[src/rtl/fifo_drain_arb_pkg.sv]
// fifo_drain_arb_pkg: shared types and defaults for the FIFO drain arbiter.
// The skid entry is sized for the widest supported configuration. Narrower
// instances zero-extend into it, and the unused upper bits are left for
// synthesis to trim.
package fifo_drain_arb_pkg;

    localparam int N_SRC_DEF     = 4;
    localparam int DATA_WIDE_DEF = 64;
    localparam int N_SRC_MAX     = 16;

    localparam int SKID_DATA_W   = DATA_WIDE_DEF;
    localparam int SKID_SRC_W    = $clog2(N_SRC_MAX);

    typedef struct packed {
        logic [SKID_DATA_W-1:0] data;
        logic [SKID_SRC_W-1:0]  src;
    } skid_entry_t;

endpackage

[src/rtl/fifo_drain_arb_pick.sv]
// fifo_drain_arb_pick: combinational picker for the drain arbiter.
// Default build: rotate-priority search starting at last_grant+1.
// FIFO_DRAIN_ARB_FIXED_PRIO_EN: fixed priority, lowest requesting index wins.
// In that build last_grant is ignored.
module fifo_drain_arb_pick #(
    parameter int N_SRC = 4,
    parameter int SRC_W = $clog2(N_SRC)
) (
    input  logic [N_SRC-1:0] req,
    input  logic [SRC_W-1:0] last_grant,
    output logic [N_SRC-1:0] grant,
    output logic [SRC_W-1:0] grant_idx
);

    logic             found;

`ifdef FIFO_DRAIN_ARB_FIXED_PRIO_EN
    logic unused_last_grant;
    assign unused_last_grant = ^last_grant;

    // Lowest eligible index wins.
    always_comb begin
        grant     = '0;
        grant_idx = '0;
        found     = 1'b0;
        for (int i = 0; i < N_SRC; i++) begin
            if (!found && req[i]) begin
                found     = 1'b1;
                grant[i]  = 1'b1;
                grant_idx = SRC_W'(i);
            end
        end
    end
`else
    logic [SRC_W-1:0] cand;

    // Search from the source after the previous winner and wrap around.
    always_comb begin
        grant     = '0;
        grant_idx = '0;
        found     = 1'b0;
        cand      = '0;
        for (int k = 1; k <= N_SRC; k++) begin
            cand = SRC_W'((int'(last_grant) + k) % N_SRC);
            if (!found && req[cand]) begin
                found       = 1'b1;
                grant[cand] = 1'b1;
                grant_idx   = cand;
            end
        end
    end
`endif

endmodule

[src/rtl/fifo_drain_arb.sv]
// fifo_drain_arb: drains a bank of sync FIFOs into one valid/ready stream.
// A read is issued only when the 2-entry skid buffer is guaranteed to have
// room for the word, counting the word already in flight. This hides the
// FIFOs' 1-cycle read latency and keeps full throughput.
// The FIFO_DRAIN_ARB_FIXED_PRIO_EN macro selects fixed priority in the picker.
module fifo_drain_arb
    import fifo_drain_arb_pkg::*;
#(
    parameter int N_SRC     = N_SRC_DEF,
    parameter int DATA_WIDE = DATA_WIDE_DEF,
    parameter int SRC_W     = $clog2(N_SRC)
) (
    input  logic                     clk,
    input  logic                     rst_n,
    input  logic [N_SRC-1:0]         src_empty,
    output logic [N_SRC-1:0]         src_rd_en,
    input  logic [N_SRC*DATA_WIDE-1:0] src_dout,
    output logic                     out_valid,
    output logic [DATA_WIDE-1:0]     out_data,
    output logic [SRC_W-1:0]         out_src,
    input  logic                     out_ready
);

    if (N_SRC < 2 || N_SRC > N_SRC_MAX || DATA_WIDE > SKID_DATA_W) begin : g_bad_cfg
        $error("fifo_drain_arb: unsupported N_SRC/DATA_WIDE");
    end

    logic [N_SRC-1:0] req;
    logic [N_SRC-1:0] grant;
    logic [SRC_W-1:0] grant_idx;
    logic [SRC_W-1:0] last_grant;
    logic             issue;
    logic             pop;
    logic [2:0]       load_p0;

    // Read issued last cycle: the word lands on src_dout this cycle.
    logic             vld_p1;
    logic [SRC_W-1:0] src_p1;

    // Skid buffer; entry 0 is the head.
    skid_entry_t      skid_p2 [2];
    logic [1:0]       occ;
    logic             push;
    skid_entry_t      push_entry;
    logic             unused_head;

    assign req = ~src_empty;

    fifo_drain_arb_pick #(
        .N_SRC (N_SRC),
        .SRC_W (SRC_W)
    ) u_pick (
        .req        (req),
        .last_grant (last_grant),
        .grant      (grant),
        .grant_idx  (grant_idx)
    );

    // Stage 0: issue decision and FIFO read strobe.
    assign pop     = (occ != 2'd0) && out_ready;
    assign load_p0 = {1'b0, occ} + {2'b00, vld_p1};
    assign issue   = rst_n && (|req) && (load_p0 <= 3'd1 + {2'b00, pop});
    assign src_rd_en = issue ? grant : '0;

    // Track the in-flight read and the round-robin pointer.
    always_ff @(posedge clk or negedge rst_n) begin
        if (!rst_n) begin
            vld_p1     <= 1'b0;
            src_p1     <= '0;
            last_grant <= SRC_W'(N_SRC - 1);
        end else begin
            vld_p1 <= issue;
            if (issue) begin
                src_p1     <= grant_idx;
                last_grant <= grant_idx;
            end
        end
    end

    // Stage 1: capture the word that the FIFO presents one cycle after the read.
    assign push            = vld_p1;
    assign push_entry.data = SKID_DATA_W'(src_dout[int'(src_p1)*DATA_WIDE +: DATA_WIDE]);
    assign push_entry.src  = SKID_SRC_W'(src_p1);

    // Skid buffer. Push and pop in the same cycle keep occupancy unchanged and preserve order.
    always_ff @(posedge clk or negedge rst_n) begin
        if (!rst_n) begin
            occ        <= 2'd0;
            skid_p2[0] <= '0;
            skid_p2[1] <= '0;
        end else begin
            occ <= occ + {1'b0, push} - {1'b0, pop};
            unique case (occ)
                2'd0: if (push) skid_p2[0] <= push_entry;
                2'd1: if (push) begin
                    if (pop) skid_p2[0] <= push_entry;
                    else     skid_p2[1] <= push_entry;
                end
                2'd2: if (pop) begin
                    skid_p2[0] <= skid_p2[1];
                    if (push) skid_p2[1] <= push_entry;
                end
                default: ;
            endcase
        end
    end

    // Stage 2: the output shows the skid head.
    assign out_valid   = (occ != 2'd0);
    assign out_data    = skid_p2[0].data[DATA_WIDE-1:0];
    assign out_src     = skid_p2[0].src[SRC_W-1:0];
    assign unused_head = ^skid_p2[0];

endmodule

[config.mk]
export PLATFORM = sky130hd
export DESIGN_NAME = fifo_drain_arb
export DESIGN_NICKNAME = d
export VERILOG_FILES = /design/src/rtl/fifo_drain_arb_pkg.sv /design/src/rtl/fifo_drain_arb_pick.sv /design/src/rtl/fifo_drain_arb.sv
export SDC_FILE = /design/constraint.sdc
export NUM_CORES = 1
export LEC_CHECK = 0
export ABC_CLOCK_PERIOD_IN_PS = 3900
export CORE_MARGIN = 10
export CORE_UTILIZATION = 40
export DETAILED_ROUTE_END_ITERATION = 8
export GPL_ROUTABILITY_DRIVEN = 0
export MAX_ROUTING_LAYER = met4
export PLACE_DENSITY = 0.77
export SYNTH_ARGS = -nofsm -noshare
export SYNTH_HDL_FRONTEND = slang
export SYNTH_SLANG_ARGS = --single-unit
[constraint.sdc]
create_clock -name clk -period 3.9 [get_ports clk]
set_input_delay 1.17 -clock clk [delete_from_list [all_inputs] [get_ports clk]]
set_output_delay 1.17 -clock clk [all_outputs]
set_load 0.05 [all_outputs]
==> metrics.txt, run 1 <==
# TYPE chip_impl_metric gauge
chip_impl_info{name="outcome",value="finished clean"} 1
chip_impl_info{name="ys_dominant_reg_cell",value="sky130_fd_sc_hd__dfrtp_1"} 1
chip_impl_info{name="synth_top_cells_by_area",value="sky130_fd_sc_hd__dfrtp_1 40%, sky130_fd_sc_hd__mux4_2 17%, sky130_fd_sc_hd__mux2_2 8.7%"} 1
chip_impl_metric{name="final_cells",unit=""} 1236
chip_impl_info{name="most_frequent_cell_after_synthesis",value="sky130_fd_sc_hd__dfrtp_1"} 1
chip_impl_metric{name="worst_ep_arrival_time",unit="ns"} 2.71
chip_impl_metric{name="cts_inserted_buffers",unit=""} 17
chip_impl_metric{name="layout_setup_ws",unit="ns"} 0.0246
chip_impl_info{name="critPathKind",value="input port to output pin"} 1
chip_impl_metric{name="p_leak",unit="nW"} 5.00
chip_impl_metric{name="grt_total_ovfl",unit=""} 0
chip_impl_metric{name="totalWireLength",unit="mm"} 23.9
chip_impl_metric{name="critical-path-max-stage-delay",unit="ns"} 0.50
chip_impl_metric{name="floorplan.initialDensity",unit="%"} 40.5
chip_impl_info{name="timing.critical_path.to_type",value="output pin"} 1
chip_impl_metric{name="async_flop_share",unit="%"} 100
chip_impl_metric{name="grt_max_degree",unit=""} 111
chip_impl_metric{name="clk_latency",unit="ns"} 0.42
chip_impl_metric{name="postSynthCellCount",unit=""} 690
chip_impl_metric{name="remaining_drc_errors",unit=""} 0
chip_impl_metric{name="dpl.hpwl",unit="mm"} 18.6
chip_impl_metric{name="synth.distinct_cells",unit=""} 41
chip_impl_metric{name="setup_total_negative_slack",unit="ns"} 0
chip_impl_metric{name="post_detailed_route_count_of_antenna_violating_nets",unit=""} 0
chip_impl_metric{name="final_report_max_slew_violation_count",unit=""} 0
chip_impl_metric{name="synth.net_count",unit=""} 970
chip_impl_metric{name="average_cell_area_after_synthesis",unit="um^2"} 12.3
chip_impl_metric{name="fin_skew",unit="ns"} 0.0111
chip_impl_metric{name="synth-seq-area-share",unit="%"} 41.0
chip_impl_metric{name="num-fill-cells",unit=""} 1771
chip_impl_metric{name="max_fanout_on_critical_path",unit=""} 5
chip_impl_metric{name="worstHoldPathCells",unit=""} 2
chip_impl_metric{name="nNetsFinal",unit=""} 1228
chip_impl_metric{name="overall_die_area",unit="um^2"} 27500
chip_impl_metric{name="die_x",unit="um"} 166
chip_impl_metric{name="grt_antenna_before_repair",unit=""} 0
chip_impl_metric{name="place_area",unit="um^2"} 11700
chip_impl_metric{name="syn-cell-area",unit="um^2"} 8500
chip_impl_metric{name="drt_first_iter_violations",unit=""} 225
chip_impl_metric{name="viasPerCell",unit=""} 5.09
chip_impl_metric{name="crit_required",unit="ns"} 2.73
chip_impl_metric{name="placed_cells_incl_taps",unit=""} 1200
chip_impl_metric{name="hold_viol",unit=""} 0
chip_impl_metric{name="fin_hold_ws",unit="ns"} 0.475
chip_impl_info{name="critical-path-slowest-cell",value="sky130_fd_sc_hd__fa_1"} 1
chip_impl_metric{name="worst_ir_drop_vdd",unit="mV"} 0.768
chip_impl_metric{name="global_route.usage.total",unit="%"} 17.9
chip_impl_metric{name="num_io_pins",unit=""} 334
chip_impl_metric{name="final.min_clock_period",unit="ns"} 3.88
chip_impl_info{name="cts.root.buffer_cell",value="sky130_fd_sc_hd__clkbuf_16"} 1
chip_impl_metric{name="fp.coreArea",unit="um^2"} 21000
chip_impl_metric{name="reg2regPathDepth",unit=""} 10
chip_impl_metric{name="synthDominantCellAreaShare",unit="%"} 40.4
chip_impl_metric{name="synth_enable_flop_cells",unit=""} 0
chip_impl_metric{name="antenna_cells_inserted",unit=""} 0
chip_impl_metric{name="place.port_buffers",unit=""} 333
chip_impl_info{name="cells_along_the_critical_path",value="buf_6, nor2b_4, fa_1, o31a_1, a21oi_1, or2_4, nor3_4, buf_12"} 1
chip_impl_info{name="netlist_top_cells_count",value="137 x sky130_fd_sc_hd__dfrtp_1, 76 x sky130_fd_sc_hd__buf_4, 74 x sky130_fd_sc_hd__nand2_1"} 1
chip_impl_metric{name="path_clk_slew",unit="ns"} 0.06
chip_impl_metric{name="place_worst_setup_slack",unit="ns"} -0.461
chip_impl_metric{name="global_route_wire_length_before_repair",unit="mm"} 38.3
chip_impl_metric{name="yosys_warnings",unit=""} 0
chip_impl_metric{name="rows",unit=""} 53
chip_impl_metric{name="detail_route.wl_per_cell",unit="um"} 19.3
chip_impl_metric{name="final_min_period_over_clock_period",unit="%"} 99.4
chip_impl_metric{name="clock_sink_count",unit=""} 139
chip_impl_info{name="tritoncts",value="done"} 1
chip_impl_metric{name="design_area",unit="um^2"} 12400
chip_impl_info{name="netlist.top_cell.by_area",value="sky130_fd_sc_hd__dfrtp_1"} 1
chip_impl_metric{name="slew_headroom",unit="%"} 32.5
chip_impl_metric{name="area.growth.synth_to_final",unit="%"} 45.4
chip_impl_metric{name="share_of_layout_cells_above_drive_strength_1",unit="%"} 22.7
chip_impl_metric{name="synth_seq_cells",unit=""} 139
chip_impl_metric{name="drtPass1Iterations",unit=""} 8
chip_impl_metric{name="total_number_of_vias",unit=""} 6291
chip_impl_metric{name="ctsLongestPathBuffers",unit=""} 2
chip_impl_metric{name="worst_pin_slew",unit="ns"} 1.01
chip_impl_metric{name="finalSetupViolations",unit=""} 0
chip_impl_metric{name="timing.fmax",unit="MHz"} 258
chip_impl_metric{name="htreeDepth",unit=""} 4
chip_impl_info{name="grt_setup_unrepaired",value="yes"} 1
chip_impl_info{name="worst_hold_path_type",value="flop to flop"} 1
chip_impl_info{name="start_kind",value="input port"} 1
chip_impl_metric{name="die_height",unit="um"} 166
chip_impl_metric{name="max-cap-violations",unit=""} 0
chip_impl_metric{name="power_per_cell_area",unit="nW/um^2"} 861
chip_impl_metric{name="vias_in_the_first_global_route",unit=""} 6835
==> logic make-up after synthesis <==
family                   count (synthesis)  share of synthesized area [%]
AO/OA/AOI/OAI                           95                           6.32
flip-flops                             139                           41.0
multiplexers                           200                           34.5
AND/OR/NAND/NOR                        101                           5.11
adder cells (fa/ha/maj)                 17                           2.59
XOR/XNOR                                 3                          0.309
buffers and inverters                  135                           10.2
==> metrics by stage <==
stage | util [%] | power (mW)
2_1_floorplan | - | 7.68
3_3_place_gp | 55.9 | 8.93
3_5_place_dp | 55.9 | 9.08
4_1_cts | 58.9 | 10.8
5_1_grt | 59.0 | 11.4
6_report | 59.0 | 10.6
==> power breakdown <==
| group | switching [mW] | leakage, nW | internal, mW | total [mW] |
|---|---|---|---|---|
| combinational | 3.49 | 3.01 | 2.82 | 6.31 |
| sequential | 0.495 | 1.70 | 2.20 | 2.69 |
| clock | 0.664 | 0.288 | 0.978 | 1.64 |
==> flip-flops by register name (all words and copies together), names as in the netlist <==
register	cells
out_data	64
out_src	2
last_grant	2
push	1
src_p1	2
skid_p2	66
occ	2
==> layout by cell type (no fill, tap or decap), drive strengths merged, types with 2 or more instances in the layout <==
| master | count |
|---|---|
| mux2 | 66 |
| mux4 | 67 |
| a31oi | 3 |
| o21ai | 71 |
| clkinvlp | 2 |
| nor2b | 3 |
| clkinv | 2 |
| clkdlybuf4s50 | 323 |
| clkdlybuf4s15 | 3 |
| dfrtp | 137 |
| nand3b | 5 |
| bufinv | 2 |
| nor3 | 5 |
| a21oi | 6 |
| xnor2 | 3 |
| inv | 24 |
| mux2i | 67 |
| buf | 30 |
| o211ai | 4 |
| nand2 | 74 |
| dfstp | 2 |
| o22ai | 3 |
| clkbuf | 19 |
| nor2 | 8 |
| ha | 16 |
==> routing by layer <==
layer	vias up	track usage [%]	routed length [um]
met5	-	-	0
met4	0	4.78	247
met3	21	4.47	1120
met1	3099	20.1	9810
li1	2971	-	-
met2	200	30.9	12700
==> final timing paths <==
path	end	slack [ns]	from
min in group asynchronous	out_src[0]	0.78	rst_n
worst min-delay path	out_data[60]	0.48	out_data[60]
worst min register to register	out_data[60]	0.48	out_data[60]
worst max register to register	last_grant[0]	1.44	occ[1]
max in group asynchronous	out_data[19]	2.02	rst_n
worst max-delay path	src_rd_en[0]	0.02	out_ready
==> cell type report <==
cell class                 instances  area [um^2]  area share [%]
multi-input combinational        416         4250            34.4
timing repair buffer             357         3610            29.3
sequential                       139         3490            28.2
clock buffer                      19          443            3.58
tap                              275          344            2.78
clock inverter                    13          156            1.27
inverter                          17         63.8           0.516
==> timing repair <==
item / 4_1_cts / 5_1_grt
endpoints found under the setup margin: 4 / 4
resized for setup: 21 / 2
hold buffers: 0 / 0
setup buffers: 3 / 1
pin swaps: 12 / 6
==> worst max-delay path: cells and delay by family <==
| kind | cells | cell delay (ns) |
|---|---|---|
| and+or+nand+nor | 3 | 0.62 |
| adders and majority gates | 1 | 0.50 |
| buffers and inverters | 2 | 0.26 |
| AOI/OAI and AO/OA | 2 | 0.16 |
Power figures use the tool's default switching activity.
==> inputs of run 2 (changes only) <==
--- a/config.mk
+++ b/config.mk
@@ -11,7 +11,8 @@
 export DETAILED_ROUTE_END_ITERATION = 8
 export GPL_ROUTABILITY_DRIVEN = 0
 export MAX_ROUTING_LAYER = met4
-export PLACE_DENSITY = 0.77
+export PLACE_DENSITY = 0.75
 export SYNTH_ARGS = -nofsm -noshare
 export SYNTH_HDL_FRONTEND = slang
 export SYNTH_SLANG_ARGS = --single-unit
+export TNS_END_PERCENT = 5
==> run 2 against run 1 <==
Clock-buffer cell count shrank 1. Via count grew 0.99%. Die area stayed put. Core utilization is 0.29 points higher. Highest routed layer unchanged.
==> metrics.txt, run 2 (synthesis gave the netlist of run 1 again) <==
# TYPE chip_impl_metric gauge
chip_impl_metric{name="final_report_max_slew_violation_count",unit=""} 0
chip_impl_metric{name="nNetsFinal",unit=""} 1235
chip_impl_metric{name="final.min_clock_period",unit="ns"} 3.90
chip_impl_metric{name="finalSetupViolations",unit=""} 0
chip_impl_metric{name="drt_first_iter_violations",unit=""} 237
chip_impl_metric{name="num_io_pins",unit=""} 334
chip_impl_metric{name="ctsLongestPathBuffers",unit=""} 2
chip_impl_metric{name="worst_ep_arrival_time",unit="ns"} 2.73
chip_impl_info{name="timing.critical_path.to_type",value="output pin"} 1
chip_impl_metric{name="htreeDepth",unit=""} 4
chip_impl_info{name="top_register",value="skid_p2"} 1
chip_impl_metric{name="power_per_cell_area",unit="nW/um^2"} 862
chip_impl_metric{name="critical-path-max-stage-delay",unit="ns"} 0.50
chip_impl_metric{name="grt_antenna_before_repair",unit=""} 0
chip_impl_metric{name="place_area",unit="um^2"} 11700
chip_impl_metric{name="detail_route.wl_per_cell",unit="um"} 19.4
chip_impl_metric{name="post-layout-total-power",unit="mW"} 10.7
chip_impl_metric{name="clk_latency",unit="ns"} 0.41
chip_impl_metric{name="worst_pin_slew",unit="ns"} 0.830
chip_impl_metric{name="drtPass1Iterations",unit=""} 4
chip_impl_metric{name="slew_headroom",unit="%"} 44.6
chip_impl_metric{name="timing.fmax",unit="MHz"} 257
chip_impl_metric{name="final_cells",unit=""} 1242
chip_impl_metric{name="fp.coreArea",unit="um^2"} 21000
chip_impl_metric{name="grt_max_degree",unit=""} 140
chip_impl_metric{name="hold_viol",unit=""} 0
chip_impl_metric{name="clock_sink_count",unit=""} 139
chip_impl_metric{name="cts_inserted_buffers",unit=""} 17
chip_impl_info{name="critPathKind",value="input port to output pin"} 1
chip_impl_metric{name="crit_required",unit="ns"} 2.73
chip_impl_metric{name="ff2ff_setup_slack",unit="ns"} 1.44
chip_impl_metric{name="fin_skew",unit="ns"} 0.00481
chip_impl_metric{name="global_route_wire_length_before_repair",unit="mm"} 38.7
chip_impl_metric{name="post_detailed_route_count_of_antenna_violating_nets",unit=""} 0
chip_impl_metric{name="place.port_buffers",unit=""} 333
chip_impl_metric{name="dpl.hpwl",unit="mm"} 18.6
chip_impl_metric{name="antenna_cells_inserted",unit=""} 0
chip_impl_metric{name="totalWireLength",unit="mm"} 24.1
chip_impl_info{name="worst_hold_path_type",value="flop to flop"} 1
chip_impl_metric{name="overall_die_area",unit="um^2"} 27500
chip_impl_metric{name="global_route.usage.total",unit="%"} 18.0
chip_impl_metric{name="path_clk_slew",unit="ns"} 0.06
chip_impl_metric{name="final_min_period_over_clock_period",unit="%"} 99.9
chip_impl_info{name="critPathTopFamily",value="simple AND/OR/NAND/NOR gates"} 1
chip_impl_metric{name="die_x",unit="um"} 166
chip_impl_metric{name="p_leak",unit="nW"} 5.03
chip_impl_metric{name="die_height",unit="um"} 166
chip_impl_info{name="mostFrequentLayoutCells",value="323 x sky130_fd_sc_hd__clkdlybuf4s50_1, 134 x sky130_fd_sc_hd__dfrtp_1, 74 x sky130_fd_sc_hd__nand2_1"} 1
chip_impl_metric{name="vias_in_the_first_global_route",unit=""} 7037
chip_impl_metric{name="design_area",unit="um^2"} 12400
chip_impl_metric{name="share_of_layout_cells_above_drive_strength_1",unit="%"} 23.2
chip_impl_metric{name="total_number_of_vias",unit=""} 6353
chip_impl_info{name="cells_along_the_critical_path",value="buf_6, nor2b_4, fa_1, o31a_1, a21oi_1, or2_4, nor3_4, buf_12"} 1
chip_impl_metric{name="max_fanout_on_critical_path",unit=""} 5
chip_impl_metric{name="area.growth.synth_to_final",unit="%"} 46.2
chip_impl_info{name="outcome",value="finished clean"} 1
chip_impl_metric{name="max-cap-violations",unit=""} 0
chip_impl_info{name="final_common_cell",value="sky130_fd_sc_hd__clkdlybuf4s50_1"} 1
chip_impl_metric{name="worst_ir_drop_vdd",unit="mV"} 0.670
chip_impl_metric{name="rows",unit=""} 53
chip_impl_metric{name="path_buf_inv",unit=""} 2
chip_impl_info{name="start_kind",value="input port"} 1
chip_impl_info{name="tritoncts",value="done"} 1
chip_impl_metric{name="floorplan.initialDensity",unit="%"} 40.5
chip_impl_metric{name="largest_reg_flops",unit=""} 66
chip_impl_info{name="cts.root.buffer_cell",value="sky130_fd_sc_hd__clkbuf_16"} 1
chip_impl_metric{name="remaining_drc_errors",unit=""} 0
chip_impl_info{name="critical-path-slowest-cell",value="sky130_fd_sc_hd__fa_1"} 1
chip_impl_info{name="grt_setup_unrepaired",value="yes"} 1
chip_impl_metric{name="viasPerCell",unit=""} 5.12
chip_impl_metric{name="grt_total_ovfl",unit=""} 0
chip_impl_metric{name="placed_cells_incl_taps",unit=""} 1203
run 2: cell count changes in the layout (fill, tap and decap cells not counted):
| cell | previous run | this run |
|---|---|---|
| sky130_fd_sc_hd__buf_4 | 18 | 24 |
| sky130_fd_sc_hd__clkinvlp_4 | 2 | 5 |
| sky130_fd_sc_hd__inv_6 | 6 | 3 |
| sky130_fd_sc_hd__buf_12 | 8 | 9 |
| sky130_fd_sc_hd__bufinv_16 | 2 | 3 |
| sky130_fd_sc_hd__clkbuf_8 | 1 | 0 |
| sky130_fd_sc_hd__clkdlybuf4s15_1 | 1 | 0 |
| sky130_fd_sc_hd__clkinv_2 | 0 | 1 |
| sky130_fd_sc_hd__clkinv_4 | 2 | 1 |
| sky130_fd_sc_hd__dlygate4sd2_1 | 1 | 2 |
| sky130_fd_sc_hd__inv_8 | 1 | 0 |
run 2: area by class of cell:
cell class | count | area [um^2]
fill | 1750 | 8540
multi-input combinational | 416 | 4250
timing repair buffer | 364 | 3680
sequential | 139 | 3490
clock buffer | 18 | 429
tap | 275 | 344
clock inverter | 13 | 168
inverter | 17 | 63.8
run 2: routing by layer:
metal  global-route usage, %  wire (um)  vias to the layer above
li1                        -          -                     2967
met1                    20.5      10000                     3135
met2                    31.1      12600                      229
met3                    4.26       1190                       22
met4                    4.39        352                        0
met5                       -          0                        -
run 2: power by group:
part           total (mW)  switching, mW  internal (mW)
clock network        1.63          0.624           1.01
registers            2.69          0.486           2.20
logic                6.38           3.55           2.83
total                10.7           4.66           6.04
run 2: per-stage QoR:
step           hold slack, ns  TNS [ns]  setup slack [ns]  utilization, %
2_1_floorplan           0.451    -0.194           -0.0484               -
3_3_place_gp            0.461     -1.57            -0.398            56.0
3_5_place_dp            0.469     -1.65            -0.422            56.0
4_1_cts                 0.482   -0.0121          -0.00927            59.2
5_1_grt                 0.497    -0.181           -0.0704            59.3
6_report                0.474         0           0.00371            59.3
run 2: worst paths after layout:
path,start,end,cells after the start
setup / recovery,out_ready,src_rd_en[1],8
hold / removal,out_data[11],out_data[11],2
setup reg to reg,occ[1],last_grant[0],10
hold reg to reg,out_data[11],out_data[11],2
max in group asynchronous,rst_n,src_p1[0],2
min in group asynchronous,rst_n,out_data[29],2
run 2: what timing repair did:
item / CTS / global route
hold buffers: 0 / 0
buffers inserted: 8 / 0
cloned: 0 / 0
endpoints found under the setup margin: 4 / 4
resized for setup: 21 / 1
pin swaps: 10 / 7
run 2: tightest hold or removal path, stage by stage, from the launching register on:
cell,delay (ns)
sky130_fd_sc_hd__dfrtp_1,0.34
sky130_fd_sc_hd__nand2_1,0.04
sky130_fd_sc_hd__o21ai_0,0.06
==> inputs of run 3 (changes only) <==
--- a/config.mk
+++ b/config.mk
@@ -12,6 +12,7 @@
 export GPL_ROUTABILITY_DRIVEN = 0
 export MAX_ROUTING_LAYER = met4
 export PLACE_DENSITY = 0.75
+export SETUP_SLACK_MARGIN = 0.1
 export SYNTH_ARGS = -nofsm -noshare
 export SYNTH_HDL_FRONTEND = slang
 export SYNTH_SLANG_ARGS = --single-unit
==> results of run 3 <==
The final DEF is identical to that of run 2; final timing and power are the same.
